File: config.mk
export PLATFORM = sky130hd
export DESIGN_NAME = select_int64_seq_flat
export DESIGN_NICKNAME = d
export VERILOG_FILES = /design/src/rtl/select_int64_seq_if.sv /design/src/rtl/select_int64_seq.sv /design/src/flat_wrapper.sv
export SDC_FILE = /design/constraint.sdc
export NUM_CORES = 1
export LEC_CHECK = 0
export CORE_MARGIN = 2
export CORE_UTILIZATION = 62
export CTS_CLUSTER_SIZE = 10
export DETAILED_ROUTE_END_ITERATION = 8
export DONT_BUFFER_PORTS = 1
export PLACE_DENSITY = 0.76
export SYNTH_ARGS = -nofsm -noshare
export SYNTH_HDL_FRONTEND = slang
export SYNTH_SLANG_ARGS = --single-unit
File: constraint.sdc
create_clock -name clk -period 12 [get_ports clk]
set_input_delay 0.6 -clock clk [delete_from_list [all_inputs] [get_ports clk]]
set_output_delay 0.6 -clock clk [all_outputs]
set_load 0.005 [all_outputs]
File: src/rtl/select_int64_seq_if.sv
// Request/response bundle for the sequential bit-select unit.
interface select_int64_seq_if #(
  parameter int WIDTH = 64,
  parameter int PW    = $clog2(WIDTH),
  parameter int KW    = PW + 1
) ();
  logic             in_valid;
  logic             in_ready;
  logic [WIDTH-1:0] A;
  logic [KW-1:0]    K;
  logic             out_valid;
  logic             out_ready;
  logic [PW-1:0]    Y;
  logic             found;

  modport master (
    output in_valid, A, K, out_ready,
    input  in_ready, out_valid, Y, found
  );

  modport slave (
    input  in_valid, A, K, out_ready,
    output in_ready, out_valid, Y, found
  );
endinterface

File: src/rtl/select_int64_seq.sv
// Select: position of the K-th set bit of A, scanning CHUNK bits per cycle.
// Latency: hit in chunk c -> out_valid c+2 cycles after the accept cycle; miss -> WIDTH/CHUNK+1.
// Backpressure: result held in DONE until out_ready; no new request accepted until then.
module select_int64_seq #(
  parameter int WIDTH = 64,
  parameter int CHUNK = 8,
  parameter int PW    = $clog2(WIDTH),
  parameter int KW    = PW + 1
) (
  input logic               clk,
  input logic               rst,
  select_int64_seq_if.slave io
);
  localparam int NCH = WIDTH / CHUNK;
  localparam int IW  = (NCH > 1) ? $clog2(NCH) : 1;
  localparam int CW  = $clog2(CHUNK) + 1;
  localparam int CPW = (CHUNK > 1) ? $clog2(CHUNK) : 1;

  typedef enum logic [1:0] {IDLE, SCAN, DONE} state_t;

  state_t           state_q, state_d;
  logic [WIDTH-1:0] a_q;
  logic [KW-1:0]    rem_q, rem_d;
  logic [IW-1:0]    idx_q, idx_d;
  logic [PW-1:0]    y_q, y_d;
  logic             found_q, found_d;
  logic             load_a;

  logic [CHUNK-1:0] chunk;
  logic [CW-1:0]    cnt;
  logic [CPW-1:0]   pos;
  logic             hit;

  // One pass over the chunk yields both its popcount and the rem-th set bit position.
  always_comb begin
    chunk = a_q[idx_q*CHUNK +: CHUNK];
    cnt   = '0;
    pos   = '0;
    hit   = 1'b0;
    for (int i = 0; i < CHUNK; i++) begin
      if (chunk[i]) begin
        if (!hit && (KW'(cnt) == rem_q)) begin
          hit = 1'b1;
          pos = CPW'(i);
        end
        cnt = cnt + 1'b1;
      end
    end
  end

  always_comb begin
    state_d      = state_q;
    rem_d        = rem_q;
    idx_d        = idx_q;
    y_d          = y_q;
    found_d      = found_q;
    load_a       = 1'b0;
    io.in_ready  = (state_q == IDLE);
    io.out_valid = (state_q == DONE);
    case (state_q)
      IDLE: begin
        if (io.in_valid) begin
          load_a  = 1'b1;
          rem_d   = io.K;
          idx_d   = '0;
          state_d = SCAN;
        end
      end
      SCAN: begin
        if (rem_q < KW'(cnt)) begin
          y_d     = PW'(int'(idx_q) * CHUNK + int'(pos));
          found_d = 1'b1;
          state_d = DONE;
        end else begin
          rem_d = rem_q - KW'(cnt);
          if (idx_q == IW'(NCH - 1)) begin
            y_d     = '0;
            found_d = 1'b0;
            state_d = DONE;
          end else begin
            idx_d = idx_q + 1'b1;
          end
        end
      end
      DONE: begin
        if (io.out_ready) state_d = IDLE;
      end
      default: state_d = IDLE;
    endcase
  end

  always_ff @(posedge clk) begin
    if (rst) begin
      state_q <= IDLE;
      a_q     <= '0;
      rem_q   <= '0;
      idx_q   <= '0;
      y_q     <= '0;
      found_q <= 1'b0;
    end else begin
      state_q <= state_d;
      rem_q   <= rem_d;
      idx_q   <= idx_d;
      y_q     <= y_d;
      found_q <= found_d;
      if (load_a) a_q <= io.A;
    end
  end

  assign io.Y     = y_q;
  assign io.found = found_q;
endmodule

File: src/flat_wrapper.sv
// flat-port wrapper written by rule: the top's interface ports become plain ports
module select_int64_seq_flat 
#(
  parameter int WIDTH = 64,
  parameter int CHUNK = 8,
  parameter int PW    = $clog2(WIDTH),
  parameter int KW    = PW + 1
)
  (clk, rst, io_in_valid, io_A, io_K, io_out_ready, io_in_ready, io_out_valid, io_Y, io_found);
  select_int64_seq_if #(.WIDTH(WIDTH), .PW(PW), .KW(KW)) io_i ();
  input logic clk;
  input logic rst;
  input wire logic [$bits(io_i.in_valid)-1:0] io_in_valid;
  input wire logic [$bits(io_i.A)-1:0] io_A;
  input wire logic [$bits(io_i.K)-1:0] io_K;
  input wire logic [$bits(io_i.out_ready)-1:0] io_out_ready;
  output wire logic [$bits(io_i.in_ready)-1:0] io_in_ready;
  output wire logic [$bits(io_i.out_valid)-1:0] io_out_valid;
  output wire logic [$bits(io_i.Y)-1:0] io_Y;
  output wire logic [$bits(io_i.found)-1:0] io_found;
  assign io_i.in_valid = io_in_valid;
  assign io_i.A = io_A;
  assign io_i.K = io_K;
  assign io_i.out_ready = io_out_ready;
  assign io_in_ready = io_i.in_ready;
  assign io_out_valid = io_i.out_valid;
  assign io_Y = io_i.Y;
  assign io_found = io_i.found;
  select_int64_seq #(.WIDTH(WIDTH), .CHUNK(CHUNK), .PW(PW), .KW(KW)) u_core (.clk(clk), .rst(rst), .io(io_i));
endmodule
==> run summary <==
RSZ-0062 raised after global routing: no
status: completed
dpl ws: 4.13 ns
clock skew: 0.00856 ns
fmax: 126 MHz
clock buffer depth: 2
Clock H-tree levels: 3
CP max stage delay: 0.93 ns
CTS Hold Bufs: 0
layout cells sized above 1: 0.0983
Max-cap violations: 0
Worst Hold Class: in -> reg
Worst R2R Start: u_core.idx_q[1]
Core Util, Final: 0.672
CP max FO: 21
largest net degree at the start of global routing: 85
Final Net Count: 686
Clock Latency Late Sink: 0.36 ns
Final ANT Viol Nets: 0
Vias: 4275
IO Port Bufs: 0
initial core utilization: 0.642
Post-CTS Setup Bufs: 0
Post-synth EDFFs: 0
total CTS buffers: 9
CP arrival: 8.23 ns
DP HPWL: 8870 µm
last element of the critical path: u_core.io.Y[0]
setup tns final: 0 ns
startpoint types: register
clock sinks: 83
syn nets: 708
placed cell areas: 4970 µm²
period utilization: 0.660
# resized after CTS: 0
reg2reg end: u_core.io.Y[0]
critical path class: reg -> reg
critical path's most frequent cell: ha_1
min cycle time layout: 7.92 ns
Design Area, Final: 5200 µm²
P per Cell Area: 260 nW/µm²
Final Hold Viols: 0
Synth Register Bits: 83
diodes inserted: 0
Post-synth ARST share: 0
Slew Viols, Final: 0
Most used DFF post-synth: dfxtp_1
remaining global-route overflow: 0
last weighted congestion value of the routability-driven placer: 0.911
number of remaining DRC errors: 0
Total GRT Usage: 0.276
drt via density: 6.09
Seq/Total Area, Yosys: 0.335
sum of buffers and inverters on the critical path: 2
internal reg-to-reg setup slack: 4.08 ns
Worst Tran Pin Value: 1.01 ns
worst setup path startpoint: u_core.idx_q[1]
# fillers: 664
first-pass GRT wire length: 18900 µm
Die X-Extent: 93.5 µm
Mapped Area: 4960 µm²
Syn. warnings: 0
Slowest cell on crit path: dfxtp_1
core footprint: 7730 µm²
Area Overhead vs Synth: 4.69%
Max rail drop VDD: 117 µV
Critical Path End Type: register
Avg Cell Area, Syn: 8.04 µm²
Reg2Reg Depth: 27
initial antenna violation count: 0
Iter 0 DRT Violations: 222
Tot Pwr: 0.00135 W
Critical Path RT: 12.30 ns
CTS tree: built
1st-pass router iterations: 4
Top Family by Delay on Critical Path: simple AND/OR/NAND/NOR gates
Gate Count Post-Synth: 617
die area: 8740 µm²
drt total wl: 11800 µm
CTS root buf: clkbuf_8
Slew HR: 0.324
endpoints failing setup: 0
row count: 32
WL/cell: 16.8 µm
Die Ht: 93.5 µm
leak pwr: 1.93 nW
Reg clk slew, reported paths: 0.09 ns
Synth cell types: 65
Crit path depth: 27
I/O pin count: 84
vias in the first global route: 4064
final worst slack: 4.08 ns
-- registers in the layout (all words and copies together) (netlist names) --
signal           count
u_core.io.found      1
u_core.state_q       2
u_core.rem_q         7
u_core.idx_q         3
u_core.io.Y          6
u_core.a_q          64
-- synthesized netlist by cell type, drive strengths merged (4+ instances only) --
cell	number	area share
nand2	150	0.11
a21oi	85	0.086
dfxtp	83	0.33
nor2	35	0.028
clkbuf	28	0.021
xnor2	23	0.041
o21ai	20	0.020
ha	15	0.038
inv	14	0.011
mux2i	12	0.029
mux4	12	0.054
nand2b	10	0.013
nand3	10	0.010
xor2	10	0.019
buf	9	0.011
mux2	8	0.018
nor3	8	0.0081
nor2b	7	0.0088
or3	7	0.0088
a22oi	6	0.0091
or2	6	0.0076
o22ai	5	0.0076
a211oi	4	0.0061
a311oi	4	0.0071
o31ai	4	0.0061
-- worst min path at each step --
stage,start,to,slack (ns),depth (start not counted)
final,rst,u_core.idx_q[2],0.30,1
after global routing,rst,u_core.rem_q[1],0.29,1
after CTS,rst,u_core.rem_q[2],0.30,1
after detailed placement,u_core.a_q[14],u_core.a_q[14],0.44,2
after global placement,u_core.a_q[57],u_core.a_q[57],0.43,2
after floorplan,u_core.a_q[35],u_core.a_q[35],0.43,2
-- layer usage --
layer	vias up	wire [µm]	GRT usage
met5	-	0	0
met4	0	342	0.118
met3	28	810	0.0475
met2	143	5830	0.466
met1	1995	4840	0.347
li1	2109	-	-
-- where the power goes --
part / switching (W) / leakage (nW) / internal (W) / total (W)
combinational: 0.000440 / 1.13 / 0.000304 / 0.000744
clock: 0.000109 / 0.113 / 0.000121 / 0.000230
sequential: 0.0000515 / 0.681 / 0.000325 / 0.000377
-- metrics by stage --
stage | hold slack, ns | std cells
floorplan | 0.432 | 617
global placement | 0.434 | 686
detailed placement | 0.441 | 686
CTS | 0.295 | 702
global route | 0.294 | 702
finish | 0.300 | 702
-- area by class of cell --
type | instances | area (µm²) | area share
clock buffers | 9 | 124 | 0.0238
clock inverters | 7 | 105 | 0.0202
inverters | 14 | 52.6 | 0.0101
multi-input cells | 483 | 3100 | 0.596
flip-flops and latches | 83 | 1660 | 0.320
well taps | 102 | 128 | 0.0246
repair buffers | 4 | 30.0 | 0.00578
-- kinds of logic (layout without fill, tap and decap cells) --
kind of cell               Yosys count  after routing  synth area share
buffers and inverters               51             34            0.0423
AOI/OAI and AO/OA                  154            154             0.189
xor gates and xnor gates            35             35            0.0693
muxes                               32             32             0.102
and+or+nand+nor                    246            246             0.221
adders and majority gates           16             16            0.0418
DFF                                 83             83             0.335
-- cells in the final DEF, fill, tap and decap left out, types with 3 or more instances in the layout --
master,n
a21oi_1,85
xnor2_1,23
nand2_1,148
nand3_1,10
nand2b_1,10
inv_6,3
or2_2,5
nand4_1,3
clkbuf_8,9
nor3_1,8
nor2b_1,7
dfxtp_1,83
nor2_1,34
xor2_1,9
buf_4,4
o31ai_1,4
ha_1,15
o21ai_0,18
mux4_2,12
a211oi_1,4
mux2_2,7
o22ai_1,4
o22a_1,3
or3_1,7
mux2i_1,10
a311oi_1,4
a22oi_1,6
inv_1,14
Note: power is estimated with default switching activity, not from simulation.
